[config.mk]
export PLATFORM = sky130hd
export DESIGN_NAME = dm_access_ctrl
export DESIGN_NICKNAME = d
export VERILOG_FILES = /design/src/rtl/dm_access_ctrl.sv
export SDC_FILE = /design/constraint.sdc
export NUM_CORES = 1
export LEC_CHECK = 0
export ABC_AREA = 1
export BUFFER_PORTS_ARGS = -buffer_cell sky130_fd_sc_hd__buf_2
export CAP_MARGIN = 20
export CORE_MARGIN = 3
export CORE_UTILIZATION = 40
export CTS_CLUSTER_SIZE = 10
export DETAILED_ROUTE_END_ITERATION = 7
export GPL_TIMING_DRIVEN = 0
export PLACE_DENSITY = 0.81
export SETUP_SLACK_MARGIN = 0.15
export SLEW_MARGIN = 20
export SYNTH_ARGS = -nofsm -noshare
export SYNTH_HDL_FRONTEND = slang
export SYNTH_SLANG_ARGS = --single-unit
[constraint.sdc]
create_clock -name clk -period 2.2 [get_ports clk]
set_input_delay 0.44 -clock clk [delete_from_list [all_inputs] [get_ports clk]]
set_output_delay 0.44 -clock clk [all_outputs]
set_load 0.05 [all_outputs]
[src/rtl/dm_access_ctrl.sv]
// Data-memory access sequencer: latches one EX/DM request, runs the req/ack
// handshake with a timeout, stalls the pipeline, and returns load data.
module dm_access_ctrl #(
    parameter int ADDR_W  = 32,
    parameter int DATA_W  = 32,
    parameter int TIMEOUT = 15,
    parameter int CNT_W   = 4
) (
    input  logic              clk,
    input  logic              reset,
    input  logic              mem_read_in,
    input  logic              mem_write_in,
    input  logic [ADDR_W-1:0] Mem_address,
    input  logic [DATA_W-1:0] Write_data_in,
    output logic              mem_req,
    output logic              mem_we,
    output logic [ADDR_W-1:0] mem_addr,
    output logic [DATA_W-1:0] mem_wdata,
    input  logic              mem_ack,
    input  logic [DATA_W-1:0] mem_rdata,
    output logic              stall,
    output logic [DATA_W-1:0] read_data_out,
    output logic              read_valid,
    output logic              timeout_err,
    output logic [1:0]        dbg_state
);

    // Handshake: mem_req is held high for every ACCESS cycle; the memory
    // completes by pulsing mem_ack for one cycle with mem_rdata valid alongside.
    typedef enum logic [1:0] {
        S_IDLE   = 2'd0,
        S_ACCESS = 2'd1,
        S_DONE   = 2'd2
    } state_e;

    localparam logic [CNT_W-1:0] CNT_LAST = CNT_W'(TIMEOUT - 1);

    state_e            state_q, state_d;
    logic [CNT_W-1:0]  cnt_q, cnt_d;
    logic [ADDR_W-1:0] addr_q, addr_d;
    logic [DATA_W-1:0] wdata_q, wdata_d;
    logic [DATA_W-1:0] rdata_q, rdata_d;
    logic              we_q, we_d;
    logic              is_read_q, is_read_d;
    logic              err_q, err_d;
    logic              access;

    assign access = mem_read_in | mem_write_in;

    always_comb begin
        state_d   = state_q;
        cnt_d     = cnt_q;
        addr_d    = addr_q;
        wdata_d   = wdata_q;
        rdata_d   = rdata_q;
        we_d      = we_q;
        is_read_d = is_read_q;
        err_d     = err_q;
        case (state_q)
            S_IDLE: begin
                if (access) begin
                    addr_d    = Mem_address;
                    wdata_d   = Write_data_in;
                    we_d      = mem_write_in;
                    // A simultaneous read+write is a write and never reports load data.
                    is_read_d = mem_read_in & ~mem_write_in;
                    cnt_d     = '0;
                    err_d     = 1'b0;
                    state_d   = S_ACCESS;
                end
            end
            S_ACCESS: begin
                if (!mem_ack) cnt_d = cnt_q + 1'b1;
                if (mem_ack) begin
                    if (is_read_q) rdata_d = mem_rdata;
                    state_d = S_DONE;
                end else if (cnt_q == CNT_LAST) begin
                    rdata_d = '0;
                    err_d   = 1'b1;
                    state_d = S_DONE;
                end
            end
            S_DONE:  state_d = S_IDLE;
            default: state_d = S_IDLE;
        endcase
    end

    always_ff @(posedge clk or negedge reset) begin
        if (!reset) begin
            state_q   <= S_IDLE;
            cnt_q     <= '0;
            addr_q    <= '0;
            wdata_q   <= '0;
            rdata_q   <= '0;
            we_q      <= 1'b0;
            is_read_q <= 1'b0;
            err_q     <= 1'b0;
        end else begin
            state_q   <= state_d;
            cnt_q     <= cnt_d;
            addr_q    <= addr_d;
            wdata_q   <= wdata_d;
            rdata_q   <= rdata_d;
            we_q      <= we_d;
            is_read_q <= is_read_d;
            err_q     <= err_d;
        end
    end

    // The IDLE stall term is gated by reset so every output is 0 while reset is held.
    assign mem_req       = (state_q == S_ACCESS);
    assign stall         = (state_q == S_ACCESS) | ((state_q == S_IDLE) & access & reset);
    assign read_valid    = (state_q == S_DONE) & is_read_q;
    assign timeout_err   = (state_q == S_DONE) & err_q;
    assign mem_we        = we_q;
    assign mem_addr      = addr_q;
    assign mem_wdata     = wdata_q;
    assign read_data_out = rdata_q;
    assign dbg_state     = state_q;

endmodule

==> results.sh, run 1 <==
export IMPL_ys_seq_area_share_pct=61.48
export IMPL_start_util_pct=41.22
export IMPL_grt_max_degree=58
export IMPL_setup_viol=0
export IMPL_die_h_um=109.4
export IMPL_dr_total_vias=4003
export IMPL_max_freq_mhz=508.0
export IMPL_cts_root_buf="clkbuf_8"
export IMPL_yosys_warnings=0
export IMPL_finalNetCount=799
export IMPL_whs_ns=-0.0004829
export IMPL_portBuffers=202
export IMPL_die_area_um2=11960
export IMPL_place_area_um2=5489
export IMPL_num_rows=37
export IMPL_cts_buffers=9
export IMPL_routed_wl_mm=11.67
export IMPL_peakVddDrop_mv=1.079
export IMPL_h_tree_depth=3
export IMPL_grt_antenna_before_repair=0
export IMPL_core_area_um2=10370
export IMPL_timing_final_crit_period_ns=1.969
export IMPL_clk_pin_slew_ns=0.10
export IMPL_path_max_fanout=4
export IMPL_wl_per_cell_um=13.94
export IMPL_worstPathRequired_ns=1.76
export IMPL_powerDensity_nw_per_um2=1890
export IMPL_maxCapViolCount=0
export IMPL_rsz0062_at_grt="true"
export IMPL_violations="hold timing"
export IMPL_grt_util_all_layers_pct=19.39
export IMPL_leakage_uw=0.003371
export IMPL_fillers=953
export IMPL_ys_ff_latch=105
export IMPL_multiInputGateArea_um2=1446
export IMPL_worstMarginPinSlew_ns=0.5069
export IMPL_cp_arrival_ns=1.53
export IMPL_synthesis_area_um2=4274
export IMPL_syn_inst=475
export IMPL_post_route_period_util_pct=89.48
export IMPL_r2r_start="cnt_q[0]"
export IMPL_grt_busiest_layer="met2"
export IMPL_hold_viol=2
export IMPL_postCtsHoldBufs=0
export IMPL_die_width_um=109.4
export IMPL_syn2layout_area_growth_pct=35.16
export IMPL_gr_usage_met1_pct=23.86
export IMPL_skew_ns=0.01951
export IMPL_drt_initial_drc_count=389
export IMPL_grt_pass1_wl_mm=18.31
export IMPL_start_kind="flop"
export IMPL_stdcell_area_um2=5777
export IMPL_grt_ovfl_total=0
export IMPL_regToRegEndpoint="read_data_out[18]"
export IMPL_ys_types=24
export IMPL_status="complete, but fails checks"
export IMPL_grt_pass1_vias=3953
export IMPL_worstSetupPathType="reg -> out"
export IMPL_clk_latency_ns=0.37
export IMPL_post_dp_hpwl_mm=8.783
export IMPL_grt_util_met3_pct=5.402
export IMPL_slew_limit_headroom_pct=66.21
export IMPL_drv_slew=0
export IMPL_r2r_setup_slack_ns=0.71
export IMPL_n_antenna_cell=0
export IMPL_drcViolationCount=0
export IMPL_drive_above_1_share_pct=36.66
export IMPL_postLayoutCoreUtil_pct=55.71
export IMPL_ios=204
export IMPL_met2_usage_pct=32.78
export IMPL_viasPerCell=4.783
export IMPL_hold_class="in -> async"
export IMPL_syn_avg_cell_area_um2=8.998
export IMPL_syn_num_nets=578
export IMPL_clk_path_buf_depth=2
export IMPL_first_pass_iters=4
export IMPL_seq_area_um2=2630
export IMPL_clock_sinks=105
export IMPL_reg2reg_depth=8
export IMPL_antenna_left=0
export IMPL_endpoint_kind="output port"
export IMPL_tritoncts="done"
export IMPL_place_gp_congestion=0.8221
==> per-layer routing <==
layer  up-vias  part of all wire [%]
li1       1953                     -
met1      1849                    40
met2       187                    49
met3        14                   9.9
met4         0                   1.3
met5         -                     0
==> per-stage QoR <==
step	power [µW]	TNS (ns)	setup WS, ns	std cells
detailed placement	9607	0	0.1339	814
global placement	9450	-40.97	-0.9290	813
CTS	10920	0	0.1615	832
finish	10920	0	0.2313	837
floorplan	7986	-0.3690	-0.1845	475
global route	11610	0	0.1450	837
==> cells in the final DEF (no fill, tap or decap), types with 2 or more instances in the layout <==
master    instances
nand2_1         239
buf_2           208
dfrtp_1         103
nand3_1          36
nand4_1          32
buf_4            15
clkbuf_1         10
clkbuf_8         10
inv_1             7
nor2_1            7
buf_6             5
nor2_4            3
inv_2             2
nor3_1            2
a21oi_1           2
ha_1              2
clkinv_4          2
dfrtp_2           2
==> cells in the mapped netlist <==
cell	instances	share of area, %
a21boi_0	1	0.18
o21ai_1	1	0.12
ha_1	2	0.59
clkbuf_1	9	0.79
buf_4	7	1.2
nor3_1	2	0.23
buf_1	1	0.088
a21oi_2	1	0.20
inv_2	2	0.18
buf_2	11	1.3
nor2_4	2	0.53
o21ai_0	1	0.12
nand2_1	239	21
inv_1	7	0.61
nand3_2	1	0.23
nand2_4	1	0.26
nand3_1	36	4.2
dfrtp_1	105	61
nor2_1	7	0.61
nand4_1	32	4.7
a21oi_1	2	0.23
o21ai_2	1	0.20
buf_6	3	0.79
nor2_2	1	0.15
==> worst max path at each step <==
stage / start / endpoint / slack [ns]
floorplan: dbg_state[1] / read_valid / -0.18
global placement: reset / stall / -0.93
detailed placement: reset / stall / 0.13
CTS: dbg_state[0] / stall / 0.16
global route: reset / stall / 0.15
finish: dbg_state[1] / stall / 0.23
==> power by group <==
group / total [µW] / internal [µW] / switching (µW)
combinational: 6410 / 1490 / 4920
clock: 1200 / 561 / 635
sequential: 3320 / 2820 / 498
total: 10900 / 4870 / 6050
==> state kept, by name (all words and copies together) (netlist names) <==
name / flops
dbg_state: 2
is_read_q: 1
cnt_q: 4
mem_wdata: 32
mem_we: 1
err_q: 1
mem_addr: 32
read_data_out: 32
==> cell families (layout without fill, tap and decap cells) <==
family | Yosys count | count (layout) | synth area share [%]
AOI/OAI and AO/OA | 7 | 7 | 1.054
buffers and inverters | 40 | 266 | 4.976
and+or+nand+nor | 321 | 321 | 31.91
DFF | 105 | 105 | 61.48
adders and majority gates | 2 | 2 | 0.5854
==> layout make-up <==
cell class | instances | share of cell area (%)
Tap cell | 136 | 2.946
Timing Repair Buffer | 210 | 19.15
Sequential cell | 105 | 45.53
Clock inverter | 4 | 0.9097
Inverter | 9 | 0.5848
Multi-Input combinational cell | 330 | 25.04
Clock buffer | 12 | 2.512
Buffer | 31 | 3.336
==> critical path, stage by stage (launching register included) <==
cell and delay (ns):
dfrtp_2 0.46, nor2_4 0.17, o21ai_4 0.08, inv_2 0.08, buf_8 0.10, nand2_1 0.04, nand2_1 0.08, buf_6 0.16
==> repair_timing <==
item	CTS	global route
buffers inserted	2	5
endpoints found under the setup margin	2	3
pin swaps	1	2
resized for setup	9	4
Power figures use the tool's default switching activity.
==> run 2, diff against run 1 <==
- RECOVER_POWER: unset -> 50
==> run 2 against run 1 <==
The flow still finishes with violations (hold timing); non-clock buffer count did not move; first-iteration DRC count decreased by 4.9%; combinational power fell by 0.9%; clock-buffer cell count is the same; cell area is 0.63% lower; critical endpoint unchanged; largest cell class unchanged; global-route usage unchanged; critical path depth unchanged; power down 0.49%.
==> results.sh, run 2 (same netlist as run 1, synthesis figures left out) <==
export IMPL_grt_max_degree=58
export IMPL_setup_ws_ns=0.2121
export IMPL_max_freq_mhz=503.0
export IMPL_final_cell_mix="nand2_1, buf_2, dfrtp_1"
export IMPL_routed_wl_mm=11.62
export IMPL_num_rows=37
export IMPL_stdcell_area_um2=5741
export IMPL_first_pass_iters=4
export IMPL_drv_slew=0
export IMPL_grt_antenna_before_repair=0
export IMPL_leakage_uw=0.003319
export IMPL_cp_cell_sequence="nor2_4 -> o21ai_4 -> inv_2 -> buf_8 -> nand2_1 -> nand2_1 -> buf_6"
export IMPL_maxCapViolCount=0
export IMPL_endpoint_kind="output port"
export IMPL_viasPerCell=4.778
export IMPL_grt_util_all_layers_pct=19.39
export IMPL_hold_viol=2
export IMPL_dr_total_vias=3999
export IMPL_finalNetCount=799
export IMPL_post_place_ws_ns=0.1339
export IMPL_portBuffers=202
export IMPL_worstSetupPathType="reg -> out"
export IMPL_drcViolationCount=0
export IMPL_start_kind="flop"
export IMPL_clk_pin_slew_ns=0.10
export IMPL_drive_above_1_share_pct=34.52
export IMPL_ios=204
export IMPL_worstMarginPinSlew_ns=0.6015
export IMPL_drt_initial_drc_count=370
export IMPL_worstPathRequired_ns=1.76
export IMPL_grt_ovfl_total=0
export IMPL_grt_pass1_wl_mm=18.31
export IMPL_path_max_fanout=4
export IMPL_cts_root_buf="clkbuf_8"
export IMPL_start_util_pct=41.22
export IMPL_grt_pass1_vias=3953
export IMPL_clk_latency_ns=0.37
export IMPL_tritoncts="done"
export IMPL_core_area_um2=10370
export IMPL_cp_arrival_ns=1.55
export IMPL_crit_top_cell="nand2_1"
export IMPL_die_h_um=109.4
export IMPL_syn2layout_area_growth_pct=34.31
export IMPL_cts_buffers=9
export IMPL_slew_limit_headroom_pct=60.07
export IMPL_skew_ns=0.01949
export IMPL_fin_setup_tns_ns=0
export IMPL_place_area_um2=5489
export IMPL_status="complete, but fails checks"
export IMPL_n_antenna_cell=0
export IMPL_die_area_um2=11960
export IMPL_final_common_cell="nand2_1"
export IMPL_clk_path_buf_depth=2
export IMPL_post_dp_hpwl_mm=8.783
export IMPL_hold_class="in -> async"
export IMPL_whs_ns=-0.0004654
export IMPL_cpPeakStageDelay_ns=0.46
export IMPL_violations="hold timing"
export IMPL_place_gp_congestion=0.8221
export IMPL_wl_per_cell_um=13.89
export IMPL_timing_final_crit_period_ns=1.988
export IMPL_post_route_period_util_pct=90.36
export IMPL_peakVddDrop_mv=1.078
export IMPL_postCtsHoldBufs=0
export IMPL_powerDensity_nw_per_um2=1893
export IMPL_rsz0062_at_grt="true"
export IMPL_antenna_left=0
export IMPL_setup_viol=0
export IMPL_die_width_um=109.4
export IMPL_slowest_stage="dfrtp_1"
export IMPL_h_tree_depth=3
export IMPL_clock_sinks=105
run 2: per-stage QoR:
stage | util, % | cells | total power (µW) | hold slack [ns]
finish | 55.36 | 837 | 10870 | -0.0004654
global route | 55.36 | 837 | 11550 | 0.005276
global placement | 52.61 | 813 | 9450 | 0.4584
detailed placement | 52.93 | 814 | 9607 | 0.4098
CTS | 55.27 | 832 | 10920 | 0.00004408
floorplan | - | 475 | 7986 | 0.1444
run 2: layout make-up:
class                      count  area [µm²]
buffer                        31       186.4
inverter                       9       33.78
timing repair buffer         210        1092
clock inverter                 4       52.55
tap                          136       170.2
clock buffer                  12       145.1
sequential                   105        2629
fill                         963        4629
multi-input combinational    330        1431
run 2: path summary, 6_finish.rpt:
path	startpoint	endpoint	slack, ns	cells past startpoint
worst max-delay path	dbg_state[1]	stall	0.21	7
min in group clk	Mem_address[21]	mem_addr[21]	0.26	3
max in group asynchronous	reset	mem_addr[6]	1.57	2
worst max register to register	dbg_state[1]	dbg_state[0]	0.41	6
worst min register to register	mem_addr[19]	mem_addr[19]	0.48	2
worst min-delay path	reset	mem_wdata[14]	-0.0005	1
run 2: per-layer routing:
layer | share of wire [%] | global-route usage (%)
met4 | 1.3 | 6.679
met1 | 40 | 23.86
met5 | 0 | 0
met2 | 49 | 32.78
met3 | 9.9 | 5.402
run 2: repair_timing:
item	4_1_cts	5_1_grt
pin swaps	1	2
buffers inserted	2	5
gates resized for setup	9	4
endpoints found under the setup margin	2	3
run 2: report_power, final:
part           switching (µW)  total (µW)  internal [µW]
clock network             634        1200            561
logic                    4910        6350           1440
registers                 501        3320           2820
run 2: critical path: cells and delay by family, from the launching register on:
kind                   cells  cell delay (ns)
AO/OA/AOI/OAI              1             0.08
buffers and inverters      3             0.34
flip-flops                 1             0.46
AND/OR/NAND/NOR            3             0.30
